## src/rtl/systolic_drain.sv

```systemverilog
// rtl/systolic_drain.sv - snapshot the MAC array results, convert to FP16, stream out in PE order
module systolic_drain #(
   parameter int ACC_WIDTH = 32,
   parameter int N         = 2,
   parameter int FRAC_BITS = 10,
   parameter int IDX_W     = (N * N > 1) ? $clog2(N * N) : 1
) (
   input  logic                       clk,
   input  logic                       rst,
   input  logic                       done,
   input  logic [N*N*ACC_WIDTH-1:0]   acc_in,
   input  logic [N*N*5-1:0]           exp_in,
   output logic                       out_valid,
   input  logic                       out_ready,
   output logic [15:0]                out_data,
   output logic [IDX_W-1:0]           out_idx,
   output logic                       out_last,
   output logic                       busy,
   output logic                       missed
);

   localparam int NN = N * N;
   localparam logic [IDX_W-1:0] LAST_IDX = IDX_W'(NN - 1);

   typedef enum logic [1:0] {IDLE, CONV, SEND} state_t;

   state_t                 state, state_nx;
   logic                   done_q;
   logic                   trigger;
   logic [IDX_W-1:0]       idx;
   logic [ACC_WIDTH-1:0]   acc_snap [NN];
   logic [4:0]             exp_snap [NN];

   // Signed fixed-point accumulator scaled by 2^(ex-15-FRAC_BITS) to FP16, truncating, no subnormals
   function automatic logic [15:0] to_fp16(input logic [ACC_WIDTH-1:0] acc, input logic [4:0] ex);
      logic                 s;
      logic [ACC_WIDTH-1:0] mag;
      logic [9:0]           m;
      int                   p;
      int                   e;
      s   = acc[ACC_WIDTH-1];
      mag = s ? -acc : acc;
      p   = 0;
      for (int i = 0; i < ACC_WIDTH; i++) begin
         if (mag[i]) p = i;
      end
      e = p + int'(ex) - FRAC_BITS;
      m = 10'({mag, 10'b0} >> p);
      if (mag == '0)      to_fp16 = 16'h0000;
      else if (e >= 31)   to_fp16 = {s, 5'h1F, 10'h000};
      else if (e <= 0)    to_fp16 = {s, 15'h0000};
      else                to_fp16 = {s, e[4:0], m};
   endfunction

   assign trigger   = done & ~done_q;
   assign out_valid = (state == SEND);
   assign busy      = (state != IDLE);

   always_ff @(posedge clk or negedge rst) begin
      if (!rst) state <= IDLE;
      else      state <= state_nx;
   end

   always_comb begin
      state_nx = state;
      case (state)
         IDLE:    if (trigger) state_nx = CONV;
         CONV:    state_nx = SEND;
         SEND:    if (out_ready) state_nx = (idx == LAST_IDX) ? IDLE : CONV;
         default: state_nx = IDLE;
      endcase
   end

   always_ff @(posedge clk or negedge rst) begin
      if (!rst) begin
         done_q   <= 1'b0;
         missed   <= 1'b0;
         idx      <= '0;
         out_data <= 16'h0000;
         out_idx  <= '0;
         out_last <= 1'b0;
         for (int i = 0; i < NN; i++) begin
            acc_snap[i] <= '0;
            exp_snap[i] <= '0;
         end
      end else begin
         done_q <= done;
         // Edges arriving mid-drain are reported, never acted on
         missed <= trigger && (state != IDLE);
         case (state)
            IDLE: begin
               if (trigger) begin
                  idx <= '0;
                  for (int i = 0; i < NN; i++) begin
                     acc_snap[i] <= acc_in[i*ACC_WIDTH +: ACC_WIDTH];
                     exp_snap[i] <= exp_in[i*5 +: 5];
                  end
               end
            end
            CONV: begin
               out_data <= to_fp16(acc_snap[idx], exp_snap[idx]);
               out_idx  <= idx;
               out_last <= (idx == LAST_IDX);
            end
            SEND: begin
               if (out_ready) idx <= (idx == LAST_IDX) ? '0 : idx + 1'b1;
            end
            default: ;
         endcase
      end
   end

endmodule

```

## config.mk

```make
export PLATFORM = sky130hd
export DESIGN_NAME = systolic_drain
export DESIGN_NICKNAME = d
export VERILOG_FILES = /design/src/rtl/systolic_drain.sv
export SDC_FILE = /design/constraint.sdc
export NUM_CORES = 1
export LEC_CHECK = 0
export CORE_ASPECT_RATIO = 1.1
export CORE_MARGIN = 2
export CORE_UTILIZATION = 42
export DETAILED_ROUTE_END_ITERATION = 10
export GPL_TIMING_DRIVEN = 0
export PLACE_DENSITY = 0.72
export SLEW_MARGIN = 20
export SYNTH_ARGS = -nofsm -noshare
export SYNTH_HDL_FRONTEND = slang
export SYNTH_SLANG_ARGS = --single-unit
```

## constraint.sdc

```tcl
create_clock -name clk -period 8.11 [get_ports clk]
set_clock_uncertainty 0.1 [all_clocks]
set_input_delay 1.2165 -clock clk [delete_from_list [all_inputs] [get_ports clk]]
set_output_delay 1.2165 -clock clk [all_outputs]
set_load 0.02 [all_outputs]
```

* Word level (Yosys, flattened, before mapping)
Index checks and enable logic that the tools add are counted.
Operators by class: add/subtract/negate cells 4, order comparisons 3, equal/unequal tests 5, shifts and indexed selects 1, multiplexer cells 50, bitwise gates (word level) 3, reductions and logical operators 8
Operator list (number):
- 32-bit 2-to-1 mux | 34
- 32-bit binary-select mux with 2-bit select | 1
- 42-bit by 32-bit right shift with 10-bit output | 1
- 32-bit by 6-bit adder with 32-bit output | 1
- 32-bit by 6-bit >= comparator with 1-bit output (second input constant) | 1
- 32-bit by 1-bit <= comparator with 1-bit output (second input constant) | 1
- 32-bit zero test | 1
- 32-bit negator | 1
- 32-bit by 5-bit subtractor with 32-bit output (second input constant) | 1
- 15-bit 2-to-1 mux | 2
- 16-bit 2-to-1 mux | 1
- 5-bit binary-select mux with 2-bit select | 1
- 2-bit 2-to-1 mux | 5
- 5-bit 2-to-1 mux | 2
- 2-bit one-hot mux with 3 select lines | 1
- 2-bit equality test (second input constant) | 2
- 2-bit one-hot mux with 2 select lines | 1
- 2-bit AND reduction | 2
- 2-bit nonzero test | 2
- 3-bit >= comparator (second input constant) | 1
- 2-bit inverter with 3-bit output | 1
- 3-bit AND reduction | 1
- 2-bit by 1-bit adder with 2-bit output (second input constant) | 1
- 2-bit by 1-bit equality test with 1-bit output (second input constant) | 1
- other kinds (7) | 8
Storage, ports and cells: register bits 173, bits of input ports 152, output and inout bits 22

* Depth between registers and ports, before layout
depth in word-level cells 44, depth in mapped cells 34, depth with buffers taken out 26

* Least setup slack after synthesis
Ideal clock, no wire load.
kind register to register, start point reg idx[1], end point reg out_data[0], library setup time 0.095 ns, data arrival time 6.995 ns, required time 7.915 ns, path slack 0.920 ns, cell stages (with the launch flop) 32, buffers on the path 8, period minus slack after synthesis 7.190 ns, path through dfrtp_1 > clkbuf_1 > clkbuf_1 > buf_4 > buf_6 > mux4_2 > inv_1 > ha_1 > inv_1 > nor3_2 > nand2_1 > or4_1 > a211oi_1 > o32ai_1 > o221ai_1 > a21o_1 > buf_2 > inv_2 > clkbuf_1 > buf_2 > ha_1 > inv_1 > ha_1 > fa_1 > a21o_1 > a21oi_1 > ha_1 > nand3b_1 > and4bb_2 > clkbuf_1 > o311ai_1 > o31ai_1
Between the ends: cells in the longest elaborated chain, start to end 44
Ends and longest elaborated chain:
- start, declared | RTL line 30 | logic [IDX_W-1:0] idx;
- start signal, assigned | RTL line 106 | if (out_ready) idx <= (idx == LAST_IDX) ? '0 : idx + 1'b1;
- 2-bit inverter with 3-bit output (not written as such) * | RTL line 101 | out_data <= to_fp16(acc_snap[idx], exp_snap[idx]);
- 32-bit binary-select mux with 2-bit select | RTL line 101
- 32-bit 2-to-1 mux (not written as such) (2 in series) | RTL line 101
- 32-bit negator | RTL line 42 | mag = s ? -acc : acc;
- 32-bit 2-to-1 mux | RTL line 42
- 1-bit 2-to-1 mux | RTL line 45 | if (mag[i]) p = i;
- 32-bit 2-to-1 mux (30 in series) | RTL line 45
- 32-bit 2-to-1 mux | RTL line 90 | case (state)
- 32-bit by 6-bit adder with 32-bit output | RTL line 47 | e = p + int'(ex) - FRAC_BITS;
- 32-bit by 5-bit subtractor with 32-bit output | RTL line 47
- 32-bit by 1-bit <= comparator with 1-bit output | RTL line 51 | else if (e <= 0) to_fp16 = {s, 15'h0000};
- 15-bit 2-to-1 mux | RTL line 51
- 15-bit 2-to-1 mux | RTL line 50 | else if (e >= 31) to_fp16 = {s, 5'h1F, 10'h000};
- 16-bit 2-to-1 mux * | RTL line 49 | if (mag == '0) to_fp16 = 16'h0000;
- end signal, assigned | RTL line 101
- end, declared | RTL line 15 | output logic [15:0] out_data,
Mark *: on every way between the ends. The rest lies on a longest branch, timed or not. The select of a mux whose other input is x is not followed. A chain may end at the register's enable or synchronous reset.

* Final worst setup path
start point reg idx[1], end point reg out_data[1]
Same word-level chain as after synthesis.

==> results.yml <==
worst_setup_path:
  critical_path_class: "reg -> reg"
  cp-start-kind: "flip-flop"
  cpMaxStageDelayCell: "clkbuf_1"
  critPathMaxFanout: 10
  arrival_ns: 8.07
  cp_data_required_time_ns: 8.37
  cp-end-kind: "flip-flop"
  reg2regPathDepth: 26
  critPathMaxStageDelay_ns: 0.59
  cp_num_cells: 26
  crit_buf_inv: 9
  cp_top_family: "buffers and inverters"
drt:
  dr.pass1.iters: 6
  drt-vias-per-instance: 6.10
  drt_iter0_drc: 682
  postRouteAntennaNets: 0
  num_vias: 9945
  drc_errors: 0
  wl_mm: 36.5
  wl_per_cell_um: 22.4
global_route:
  grt_pass1_wl_mm: 57.4
  antenna_found_initial: 0
  grt_max_degree: 98
  grt_overflow: 0
  grt_pass1_vias: 10200
  grt_use_total_pct: 26.1
logic_synthesis:
  synth_common_cells: "dfrtp_1, mux2_2, nand2_1"
  synthCells: 1062
  synth_edf_count: 0
  synth.area.top_cells: "dfrtp_1, mux2_2, mux4_2"
  synth_top_area_share_pct: 38.2
  ys_ff_latch: 173
  synth.distinct_cells: 89
  ys_seq_area_share_pct: 38.2
  yosys.area.top_type: "dfrtp_1"
  syn_avg_cell_area_um2: 10.7
  synth_area_um2: 11300
  yosys.cell_count.top_type: "dfrtp_1"
  synth_ff_type: "dfrtp_1"
  async_reset_ff_share_pct: 100
  yosys_warnings: 0
  syn-num-nets: 1227
sta:
  fin_crit_ns: 7.81
  tns_ns: 0
  worst_pin_slew_ns: 0.966
  setup_violations: 0
  slew_headroom_pct: 35.0
  max_freq_mhz: 128
  fin_crit_sh_pct: 96.3
  hold_viol_final: 0
  slew_viol_final: 0
finish:
  regArea_um2: 4330
  multiInputGateArea_um2: 6630
  n_antenna_cell: 0
  synthToLayoutAreaGrowth_pct: 26.7
  layout.nets: 1424
  fill_cells: 2336
  drive_gt1_share_pct: 24.9
place:
  place_congestion: 0.969
  port_buffers: 173
  dp_hpwl_mm: 28.1
hold_path:
  min_path_cells: 2
  hp-class: "reg -> reg"
cts:
  clk_path_buf_depth: 2
  root_buffer: "clkbuf_16"
  cts_max_level: 4
  clkSlewWorstSetupHoldPaths_ns: 0.08
  cts.sinks: 173
  cts_tree: "done"
  clock_latency_ns: 0.44
  cts-buffers-inserted: 17
die:
  io_pins: 174
  die-height_um: 176
  die-area_um2: 28300
  placementRows: 63
  initial_core_util_pct: 42.4
  die_width_um: 161
  design.core.area_um2: 26700
run:
  max-cap-violations: 0
status:
  status: "finished clean"
per-stage QoR:
stage	hold WS, ns	area, um2	instances	utilization, %	setup slack (ns)
2_1_floorplan	0.375	11300	1062	-	0.920
3_3_place_gp	0.354	13500	1592	50.6	-1.40
3_5_place_dp	0.359	13500	1593	50.7	-1.27
4_1_cts	0.375	14200	1623	53.2	0.00688
5_1_grt	0.390	14400	1629	53.7	-0.0251
6_report	0.372	14400	1629	53.7	0.304
per-layer routing:
layer	vias to the layer above	GRT usage (%)	routed length, um
li1	4494	-	-
met2	470	44.3	17600
met3	80	5.47	2610
met1	4901	32.9	15100
met4	0	9.46	1170
met5	-	0	0
worst register-to-register path: cells and delay by family, from the launching register on:
| family | cells | cell delay, ns |
|---|---|---|
| buffers and inverters | 9 | 2.60 |
| and+or+nand+nor | 6 | 1.91 |
| AOI/OAI and AO/OA | 5 | 0.95 |
| adders and majority gates | 3 | 0.81 |
| DFF | 1 | 0.56 |
| muxes | 2 | 0.54 |
| xor gates and xnor gates | 1 | 0.29 |
registers in the layout, indices dropped and copies added (netlist names):
register and count:
acc_snap 128, state 2, exp_snap 20, out_idx 2, missed 1, out_last 1, out_data 16, idx 2
done_q 1
area by class of cell:
| cell class | instances | share of cell area [%] |
|---|---|---|
| buffer | 73 | 2.68 |
| clock buffer | 17 | 2.96 |
| clock inverter | 15 | 1.46 |
| inverter | 25 | 0.671 |
| multi-input combinational | 787 | 46.2 |
| sequential | 173 | 30.2 |
| tap | 357 | 3.11 |
| timing repair buffer | 182 | 12.8 |
what timing repair did:
action / in CTS / in global routing
hold buffers: 0 / 0
pin swaps: 1 / 3
setup endpoints to repair: 15 / 10
hold endpoints to repair: 0 / 0
setup buffers: 0 / 8
gates resized for setup: 11 / 23
path summary, 6_finish.rpt:
check                        startpoint            end  slack [ns]
max                              idx[1]    out_data[1]        0.30
min reg2reg                out_data[11]   out_data[11]        0.37
max reg2reg                      idx[1]    out_data[1]        0.30
min                        out_data[11]   out_data[11]        0.37
min in group asynchronous           rst    out_data[1]        0.64
max in group asynchronous           rst  acc_snap[124]        6.34
cells by family (layout without fill, tap and decap cells):
group,after synthesis,after routing,share of synthesized area [%]
buffers and inverters,102,312,4.28
xor gates and xnor gates,38,38,2.94
adders and majority gates,13,13,1.50
AOI/OAI and AO/OA,266,266,17.0
muxes,199,199,23.3
DFF,173,173,38.2
and+or+nand+nor,271,271,12.8
cell usage in the layout, fill, tap and decap left out, types with 21 or more instances in the layout:
master | netlist | layout
dfrtp_1 | 173 | 173
clkdlybuf4s50_1 | 0 | 172
mux2_2 | 156 | 156
nand2_1 | 63 | 62
nor2_1 | 57 | 55
mux4_2 | 36 | 36
clkbuf_1 | 41 | 35
o21ai_0 | 33 | 32
a21oi_1 | 28 | 28
o211ai_1 | 27 | 27
nand3_1 | 27 | 27
buf_2 | 22 | 21
o21ai_1 | 22 | 21
Power is not shown: default switching activity piles up to over one toggle a cycle in this logic, so the estimate is an artifact.
